$ cat config.mk
export PLATFORM = sky130hd
export DESIGN_NAME = hazard_stall_ctrl
export DESIGN_NICKNAME = d
export VERILOG_FILES = /design/src/rtl/rv_pipe_pkg.sv /design/src/rtl/reg_use_decode.sv /design/src/rtl/hazard_stall_ctrl.sv
export SDC_FILE = /design/constraint.sdc
export NUM_CORES = 1
export LEC_CHECK = 0
export CELL_PAD_IN_SITES_DETAIL_PLACEMENT = 1
export CELL_PAD_IN_SITES_GLOBAL_PLACEMENT = 2
export CORE_ASPECT_RATIO = 0.6
export CORE_UTILIZATION = 25
export DETAILED_ROUTE_END_ITERATION = 6
export PLACE_DENSITY = 0.94
export SLEW_MARGIN = 20
export SYNTH_ARGS = -nofsm -noshare
export SYNTH_HDL_FRONTEND = slang
export SYNTH_SLANG_ARGS = --single-unit
$ cat constraint.sdc
create_clock -name clk -period 3.6 [get_ports clk]
set_clock_uncertainty 0.1 [all_clocks]
set_input_delay 0.54 -clock clk [delete_from_list [all_inputs] [get_ports clk]]
set_output_delay 0.54 -clock clk [all_outputs]
set_load 0.01 [all_outputs]
$ cat src/rtl/rv_pipe_pkg.sv
// Shared RV32I pipeline definitions: opcodes, hazard FSM state encoding, NOP word.
package rv_pipe_pkg;

  localparam logic [6:0] OP     = 7'b0110011;
  localparam logic [6:0] OP_IMM = 7'b0010011;
  localparam logic [6:0] LOAD   = 7'b0000011;
  localparam logic [6:0] STORE  = 7'b0100011;
  localparam logic [6:0] BRANCH = 7'b1100011;
  localparam logic [6:0] JAL    = 7'b1101111;
  localparam logic [6:0] JALR   = 7'b1100111;
  localparam logic [6:0] LUI    = 7'b0110111;
  localparam logic [6:0] AUIPC  = 7'b0010111;

  localparam logic [31:0] NOP_INSTR = 32'h00000013;

  typedef enum logic [1:0] {
    ST_RUN      = 2'd0,
    ST_MEM_WAIT = 2'd1,
    ST_FLUSH    = 2'd2
  } hz_state_e;

  function automatic logic is_nop(input logic [31:0] instr);
    return instr == NOP_INSTR;
  endfunction

endpackage

$ cat src/rtl/reg_use_decode.sv
// Source-register extraction and usage decode for the instruction held in IF/ID.
module reg_use_decode
  import rv_pipe_pkg::*;
(
  input  logic [31:0] id_instr,
  output logic [4:0]  rs1,
  output logic [4:0]  rs2,
  output logic        rs1_used,
  output logic        rs2_used
);

  logic [6:0] opcode;
  logic       unused_bits;

  assign opcode      = id_instr[6:0];
  assign rs1         = id_instr[19:15];
  assign rs2         = id_instr[24:20];
  assign unused_bits = ^{id_instr[31:25], id_instr[14:7]};

  always_comb begin
    rs1_used = 1'b0;
    rs2_used = 1'b0;
    case (opcode)
      OP, STORE, BRANCH: begin
        rs1_used = 1'b1;
        rs2_used = 1'b1;
      end
      OP_IMM, LOAD, JALR: rs1_used = 1'b1;
      // Immediate-only formats read no register fields.
      LUI, AUIPC, JAL: ;
      default: ;
    endcase
  end

endmodule

$ cat src/rtl/hazard_stall_ctrl.sv
// Pipeline stall/flush controller: load-use stalls, memory freeze with watchdog, branch flush.
// Optional performance counters enabled by defining HAZARD_PERF_EN.
module hazard_stall_ctrl
  import rv_pipe_pkg::*;
#(
  parameter int FLUSH_CYCLES = 1,
  parameter int MAX_WAIT     = 255,
  parameter int CNT_W        = 8
) (
  input  logic             clk,
  input  logic             rst,
  input  logic [31:0]      id_instr,
  input  logic             ex_mem_read,
  input  logic [4:0]       ex_rd,
  input  logic             mem_busy,
  input  logic             branch_taken,
  output logic             pc_write,
  output logic             ifid_write,
  output logic             ifid_flush,
  output logic             idex_write,
  output logic             idex_bubble,
  output logic             timeout_err,
  output logic [1:0]       state_dbg
`ifdef HAZARD_PERF_EN
  ,
  output logic [CNT_W-1:0] stall_cycles,
  output logic [CNT_W-1:0] flush_cycles
`endif
);

  localparam logic [2:0] FLUSH_RELOAD = 3'(FLUSH_CYCLES - 1);

  logic [4:0] rs1, rs2;
  logic       rs1_used, rs2_used;
  logic       load_use;

  hz_state_e        state_q, state_d;
  hz_state_e        ret_q, ret_d;
  hz_state_e        eff_state;
  logic [2:0]       flush_cnt_q, flush_cnt_d, flush_nxt;
  logic [CNT_W-1:0] wait_cnt_q, wait_cnt_d;
  logic             timeout_q, timeout_hit;

  logic pc_w_c, ifid_w_c, ifid_f_c, idex_w_c, idex_b_c;

  reg_use_decode u_decode (
    .id_instr (id_instr),
    .rs1      (rs1),
    .rs2      (rs2),
    .rs1_used (rs1_used),
    .rs2_used (rs2_used)
  );

  assign load_use = ex_mem_read && (ex_rd != 5'd0) &&
                    ((rs1_used && (rs1 == ex_rd)) || (rs2_used && (rs2 == ex_rd)));

  // A freeze is transparent: once memory is ready the saved state is evaluated as if never left.
  assign eff_state = (state_q == ST_MEM_WAIT) ? ret_q : state_q;

  always_comb begin
    state_d     = state_q;
    ret_d       = ret_q;
    flush_cnt_d = flush_cnt_q;
    flush_nxt   = 3'd0;
    wait_cnt_d  = '0;
    timeout_hit = 1'b0;
    pc_w_c      = 1'b0;
    ifid_w_c    = 1'b0;
    ifid_f_c    = 1'b0;
    idex_w_c    = 1'b0;
    idex_b_c    = 1'b0;

    if (mem_busy) begin
      state_d = ST_MEM_WAIT;
      ret_d   = eff_state;
      if (state_q == ST_MEM_WAIT)
        wait_cnt_d = (wait_cnt_q == '1) ? wait_cnt_q : wait_cnt_q + 1'b1;
      else
        wait_cnt_d = CNT_W'(1);
      timeout_hit = (32'(wait_cnt_d) >= MAX_WAIT);
    end else if (branch_taken || eff_state == ST_FLUSH) begin
      pc_w_c   = 1'b1;
      ifid_w_c = 1'b1;
      ifid_f_c = 1'b1;
      idex_w_c = 1'b1;
      idex_b_c = 1'b1;
      // The count holds the flush cycles still owed after the current one.
      flush_nxt   = branch_taken ? FLUSH_RELOAD : flush_cnt_q - 1'b1;
      flush_cnt_d = flush_nxt;
      state_d     = (flush_nxt == 3'd0) ? ST_RUN : ST_FLUSH;
      ret_d       = ST_RUN;
    end else if (load_use) begin
      idex_w_c = 1'b1;
      idex_b_c = 1'b1;
      state_d  = ST_RUN;
      ret_d    = ST_RUN;
    end else begin
      pc_w_c   = 1'b1;
      ifid_w_c = 1'b1;
      idex_w_c = 1'b1;
      state_d  = ST_RUN;
      ret_d    = ST_RUN;
    end
  end

  always_ff @(posedge clk or posedge rst) begin
    if (rst) begin
      state_q     <= ST_RUN;
      ret_q       <= ST_RUN;
      flush_cnt_q <= 3'd0;
      wait_cnt_q  <= '0;
      timeout_q   <= 1'b0;
    end else begin
      state_q     <= state_d;
      ret_q       <= ret_d;
      flush_cnt_q <= flush_cnt_d;
      wait_cnt_q  <= wait_cnt_d;
      if (timeout_hit)
        timeout_q <= 1'b1;
    end
  end

  assign pc_write    = pc_w_c   & ~rst;
  assign ifid_write  = ifid_w_c & ~rst;
  assign ifid_flush  = ifid_f_c & ~rst;
  assign idex_write  = idex_w_c & ~rst;
  assign idex_bubble = idex_b_c & ~rst;
  assign timeout_err = (timeout_q | timeout_hit) & ~rst;
  assign state_dbg   = rst ? 2'd0 : state_q;

`ifdef HAZARD_PERF_EN
  logic [CNT_W-1:0] stall_q, flush_q;

  always_ff @(posedge clk or posedge rst) begin
    if (rst) begin
      stall_q <= '0;
      flush_q <= '0;
    end else begin
      if (!pc_w_c && stall_q != '1)
        stall_q <= stall_q + 1'b1;
      if (ifid_f_c && flush_q != '1)
        flush_q <= flush_q + 1'b1;
    end
  end

  assign stall_cycles = stall_q;
  assign flush_cycles = flush_q;
`endif

endmodule

==> metrics.yaml, run 1 <==
synth.most_common_cell: "dfrtp_1"
core_um2: 4260
ys_seq_area_share_pct: 34.9
min_period_ns: 3.38
synth_warnings: 0
cp.required_ns: 2.96
port_buffers: 34
synth_edf_count: 0
netlist_instances: 129
period_share_pct: 93.9
die_h_um: 54.5
layout.cells.non_filler: 224
setup_ws_ns: 0.219
worstPathCellList: "ha_1 > and4bb_1 > a22oi_1 > o32ai_1 > o21ai_1 > o41ai_2 > clkdlybuf4s50_1"
die_area_um2: 4870
hold_start: "timeout_q"
design_area_um2: 1600
drt_iter0_drc: 27
tns_ns: 0
maxSlewHeadroom_pct: 73.6
status: "completed"
area.sequential_um2: 400
grt.overflow.total: 0
crit_path_start: "wait_cnt_q[0]"
yosys.area.top_type: "dfrtp_1"
peakVddDrop_v: 0.000233
vias_per_cell: 4.92
antenna_found_initial: 0
end_kind: "output port"
synth_common_cells: "dfrtp_1 (16), nor2_1 (10), nand2_1 (9), xor2_1 (9), inv_1 (7)"
cts-root-buf: "clkbuf_8"
drc: 0
ys_types: 46
cts_tree: "yes"
synthArstFlopShare_pct: 100
drive_gt1_share_pct: 10.4
place_congestion: 0.858
max_freq_mhz: 296
io_pins: 50
worstSetupStartpointType: "flip-flop"
holdBufCountCts: 0
maxSlewViolCount: 0
final_net_count: 209
synth_area_per_cell_um2: 8.89
firstDrtPassIters: 4
grt_pass1_vias: 1119
clock_latency_ns: 0.25
netlist_area_um2: 1150
synth.area.top_cells: "dfrtp_1 (35%), xor2_1 (6.9%), xnor2_1 (3.8%), nor2_1 (3.3%), nand2_1 (2.9%)"
cts.path.max_buffers: 2
wirelength_mm: 3.21
cap_violations: 0
cpPeakStageDelay_ns: 0.58
multi_input_area_um2: 682
synth_flop_cell: "dfrtp_1"
ys_ff_latch: 16
tightestPinTransition_ns: 0.386
setup_viol: 0
rsz0062_at_grt: "false"
hpwl_mm: 2.65
synth_top_cell_area_share_pct: 34.9
hold_viol: 0
grt_max_degree: 17
grt_util_all_layers_pct: 13.8
syn_to_final_growth_pct: 39.6
cts_max_level: 1
start_util_pct: 27.0
ctsResizeCount: 0
critPathMaxFanout: 9
antennaDiodeCount: 0
cts_buffers: 3
dp_cells: 220
vias: 1102
cts_setup_buffers: 0
cts.clk_slew.worst_paths_ns: 0.07
final_util_pct: 37.6
clock_sinks: 16
p_leak_nw: 0.610
postRouteAntennaNets: 0
grt_pass1_wl_mm: 5.00
arrival_ns: 2.74
num-fill-cells: 504
place_area_um2: 1550
pre_cts_ws_ns: 0.232
synth_nets: 173
power_density_nw_per_um2: 302
die-width_um: 89.5
row_count: 18
worstReg2RegStart: "wait_cnt_q[0]"
slowest_stage: "clkdlybuf4s50_1"
critPathKind: "flip-flop to output port"
hp-class: "flip-flop to flip-flop"
wl_per_cell_um: 14.3
## layer usage
metal / routed length (µm) / up-vias / global-route usage [%]
met5: 0 / - / 0
met2: 1600 / 27 / 26.2
met1: 1410 / 540 / 15.7
met3: 191 / 2 / 4.37
met4: 14 / 0 / 2.12
li1: - / 533 / -
## flip-flops by register name (all words and copies together), names as in the netlist
register	flops
timeout_q	1
flush_cnt_q	3
ret_q	2
wait_cnt_q	8
state_q	2
## layout by cell type (no fill, tap or decap), types with 2 or more instances in the layout
| cell | count |
|---|---|
| ha_1 | 2 |
| o21ai_0 | 6 |
| a31oi_1 | 4 |
| buf_4 | 3 |
| clkdlybuf4s50_1 | 34 |
| xor2_1 | 9 |
| nor2b_1 | 4 |
| nand3b_1 | 2 |
| nor3_1 | 6 |
| nand4_1 | 2 |
| a21oi_1 | 6 |
| nor3_2 | 2 |
| nor3b_1 | 2 |
| dfrtp_1 | 16 |
| nor2_1 | 10 |
| xnor2_1 | 5 |
| nand3_1 | 4 |
| a21o_1 | 2 |
| clkbuf_8 | 4 |
| inv_1 | 7 |
| nand2_1 | 9 |
## final timing paths
path | cells past startpoint | to | slack (ns)
hold reg to reg | 2 | timeout_q | 0.38
hold / removal | 2 | timeout_q | 0.38
min in group asynchronous | 3 | state_q[1] | 0.72
max in group asynchronous | 3 | wait_cnt_q[1] | 2.50
setup reg to reg | 6 | timeout_q | 1.51
setup / recovery | 7 | timeout_err | 0.22
## cell families (layout without fill, tap and decap cells)
kind of cell | after synthesis | after routing | share of synthesized area (%)
compound gates | 29 | 29 | 17.9
xor+xnor | 14 | 14 | 10.7
fa+ha+maj | 2 | 2 | 2.18
buf+inv | 13 | 48 | 5.67
flops | 16 | 16 | 34.9
mux | 2 | 2 | 1.85
simple gates | 53 | 53 | 26.8
## report_power, final
group	leakage [nW]	switching (mW)	internal, mW
combinational	0.372	0.0510	0.0655
sequential	0.209	0.0119	0.192
clock	0.0288	0.0659	0.0971
## critical path, delay by kind of cell (launching register included)
family | cells | cell delay, ns
buffers and inverters | 1 | 0.58
flip-flops | 1 | 0.48
AO/OA/AOI/OAI | 4 | 0.76
adder cells (fa/ha/maj) | 1 | 0.37
AND/OR/NAND/NOR | 1 | 0.30
## stage by stage
stage	power, mW	hold WS (ns)
floorplan	0.265	0.336
global placement	0.315	0.354
detailed placement	0.324	0.368
CTS	0.488	0.385
global route	0.505	0.428
finish	0.483	0.381
## cell type report
| type | instances | area share (%) |
|---|---|---|
| well taps | 60 | 4.69 |
| flip-flops and latches | 16 | 25.0 |
| repair buffers | 37 | 22.7 |
| multi-input cells | 100 | 42.6 |
| clock buffers | 4 | 3.44 |
| inverters | 7 | 1.64 |
Note: power is estimated with default switching activity, not from simulation.
==> inputs of run 2 (changes only) <==
- ABC_CLOCK_PERIOD_IN_PS: unset -> 3600
==> results of run 2 <==
No change in the layout: final DEF, timing and power equal those of run 1.
==> inputs of run 3 (changes only) <==
- CTS_CLUSTER_DIAMETER: unset -> 120
- MAX_ROUTING_LAYER: unset -> met4
- SLEW_MARGIN: 20 -> 25
==> run 3 against run 2 <==
  * Clock-buffer cell count is the same
  * Sequential power is essentially flat
  * Maximum frequency is essentially flat
  * First-iteration DRC count shrank 3.7%
  * Worst setup slack is essentially flat
  * Global-route usage grew 0.48 points
  * Critical path type unchanged
  * Critical endpoint unchanged
  * Largest cell class unchanged
  * Highest routed layer unchanged
==> metrics.yaml, run 3 (synthesis results as in run 1) <==
arrival_ns: 2.74
drive_gt1_share_pct: 10.4
worstSetupStartpointType: "flip-flop"
drc: 0
tightestPinTransition_ns: 0.386
p_leak_nw: 0.610
die_h_um: 54.5
grt.overflow.total: 0
final_common_cell: "clkdlybuf4s50_1"
slowest_stage: "clkdlybuf4s50_1"
antennaDiodeCount: 0
cp.required_ns: 2.96
hold_end: "timeout_q"
period_share_pct: 93.9
wirelength_mm: 3.23
drt_iter0_drc: 26
min_period_ns: 3.38
swShare_pct: 26.7
cts.clk_slew.worst_paths_ns: 0.07
place_congestion: 0.872
r2r_end: "timeout_q"
cpPeakStageDelay_ns: 0.58
grt_util_all_layers_pct: 14.3
cts.path.max_buffers: 2
r2r_slack_ns: 1.51
ctsResizeCount: 0
tns_ns: 0
grt_pass1_wl_mm: 5.03
grt_pass1_vias: 1118
largest_register_ffs: 8
p_seq_share_pct: 42.1
switchingPower_mw: 0.129
peakVddDrop_v: 0.000233
postRouteAntennaNets: 0
top_register: "wait_cnt_q"
firstDrtPassIters: 4
pwr-share-clk_pct: 33.7
antenna_found_initial: 0
cts_buffers: 3
cts-root-buf: "clkbuf_8"
die-width_um: 89.5
layout.cells.non_filler: 224
internal_power_mw: 0.354
hold_start: "timeout_q"
vias_per_cell: 4.93
critPathKind: "flip-flop to output port"
io_pins: 50
row_count: 18
status: "completed"
die_area_um2: 4870
cts_max_level: 1
hpwl_mm: 2.65
holdBufCountCts: 0
port_buffers: 34
critPathTopFamily: "compound AO/OA/AOI/OAI gates"
maxSlewHeadroom_pct: 73.6
final_cell_mix: "clkdlybuf4s50_1 (34), dfrtp_1 (16), nor2_1 (10)"
cap_violations: 0
dp_cells: 220
final_net_count: 209
syn_to_final_growth_pct: 39.6
reg2reg_depth: 6
hold_path_depth: 2
core_um2: 4260
clock_latency_ns: 0.25
grt_max_degree: 17
rsz0062_at_grt: "false"
num-fill-cells: 504
clock_sinks: 16
max_freq_mhz: 296
cts_setup_buffers: 0
end_kind: "output port"
cts_tree: "yes"
hold_viol: 0
maxSlewViolCount: 0
worstPathCellList: "ha_1 > and4bb_1 > a22oi_1 > o32ai_1 > o21ai_1 > o41ai_2 > clkdlybuf4s50_1"
power_density_nw_per_um2: 302
worstReg2RegStart: "wait_cnt_q[0]"
wl_per_cell_um: 14.4
vias: 1104
hp-class: "flip-flop to flip-flop"
worst-path-buf-inv: 1
reg_top3: "wait_cnt_q: 8 flops, flush_cnt_q: 3 flops"
setup_viol: 0
critPathMaxFanout: 9
comb_power_share_pct: 24.2
start_util_pct: 27.0
-- run 3: worst max-delay path by stage --
stage	end	slack, ns	depth (start not counted)	start
finish	timeout_err	0.22	7	wait_cnt_q[0]
floorplan	timeout_err	1.21	7	wait_cnt_q[1]
CTS	timeout_err	0.22	7	wait_cnt_q[0]
detailed placement	idex_bubble	0.23	7	ex_rd[2]
global placement	idex_bubble	0.28	7	ex_rd[2]
global route	timeout_err	0.05	7	wait_cnt_q[0]
-- run 3: layout make-up --
class	instances	area (µm²)	area share, %
sequential	16	400	25.0
tap	60	75.1	4.69
multi-input combinational	100	682	42.6
inverter	7	26.3	1.64
timing repair buffer	37	363	22.7
clock buffer	4	55.1	3.44
-- run 3: per-layer routing --
metal | global-route usage (%) | share of wire [%] | vias up
met1 | 15.9 | 44 | 543
met2 | 26.2 | 50 | 25
met5 | - | 0 | -
met4 | 2.12 | 0.68 | 0
met3 | 4.37 | 5.7 | 4
li1 | - | - | 532
-- run 3: tightest hold or removal path: cells and delay by family, from the launching register on --
family                 cells  cell delay, ns
DFF                        1            0.35
AOI/OAI and AO/OA          1            0.06
buffers and inverters      1            0.04
-- run 3: through the flow --
| step | power (mW) | utilization [%] | setup slack (ns) | hold slack (ns) | area (µm²) |
|---|---|---|---|---|---|
| floorplan | 0.265 | - | 1.21 | 0.336 | 1150 |
| global placement | 0.315 | 36.3 | 0.277 | 0.354 | 1550 |
| detailed placement | 0.324 | 36.3 | 0.232 | 0.368 | 1550 |
| CTS | 0.488 | 37.6 | 0.217 | 0.385 | 1600 |
| global route | 0.505 | 37.6 | 0.0453 | 0.428 | 1600 |
| finish | 0.483 | 37.6 | 0.218 | 0.381 | 1600 |
-- run 3: power by group through the flow --
| stage | Combinational (mW) | Sequential, mW | Clock [mW] |
|---|---|---|---|
| global route | 0.127 | 0.205 | 0.173 |
| CTS | 0.118 | 0.204 | 0.167 |
| floorplan | 0.0620 | 0.203 | 0 |
| detailed placement | 0.117 | 0.207 | 0 |
| global placement | 0.109 | 0.206 | 0 |
| finish | 0.117 | 0.204 | 0.163 |
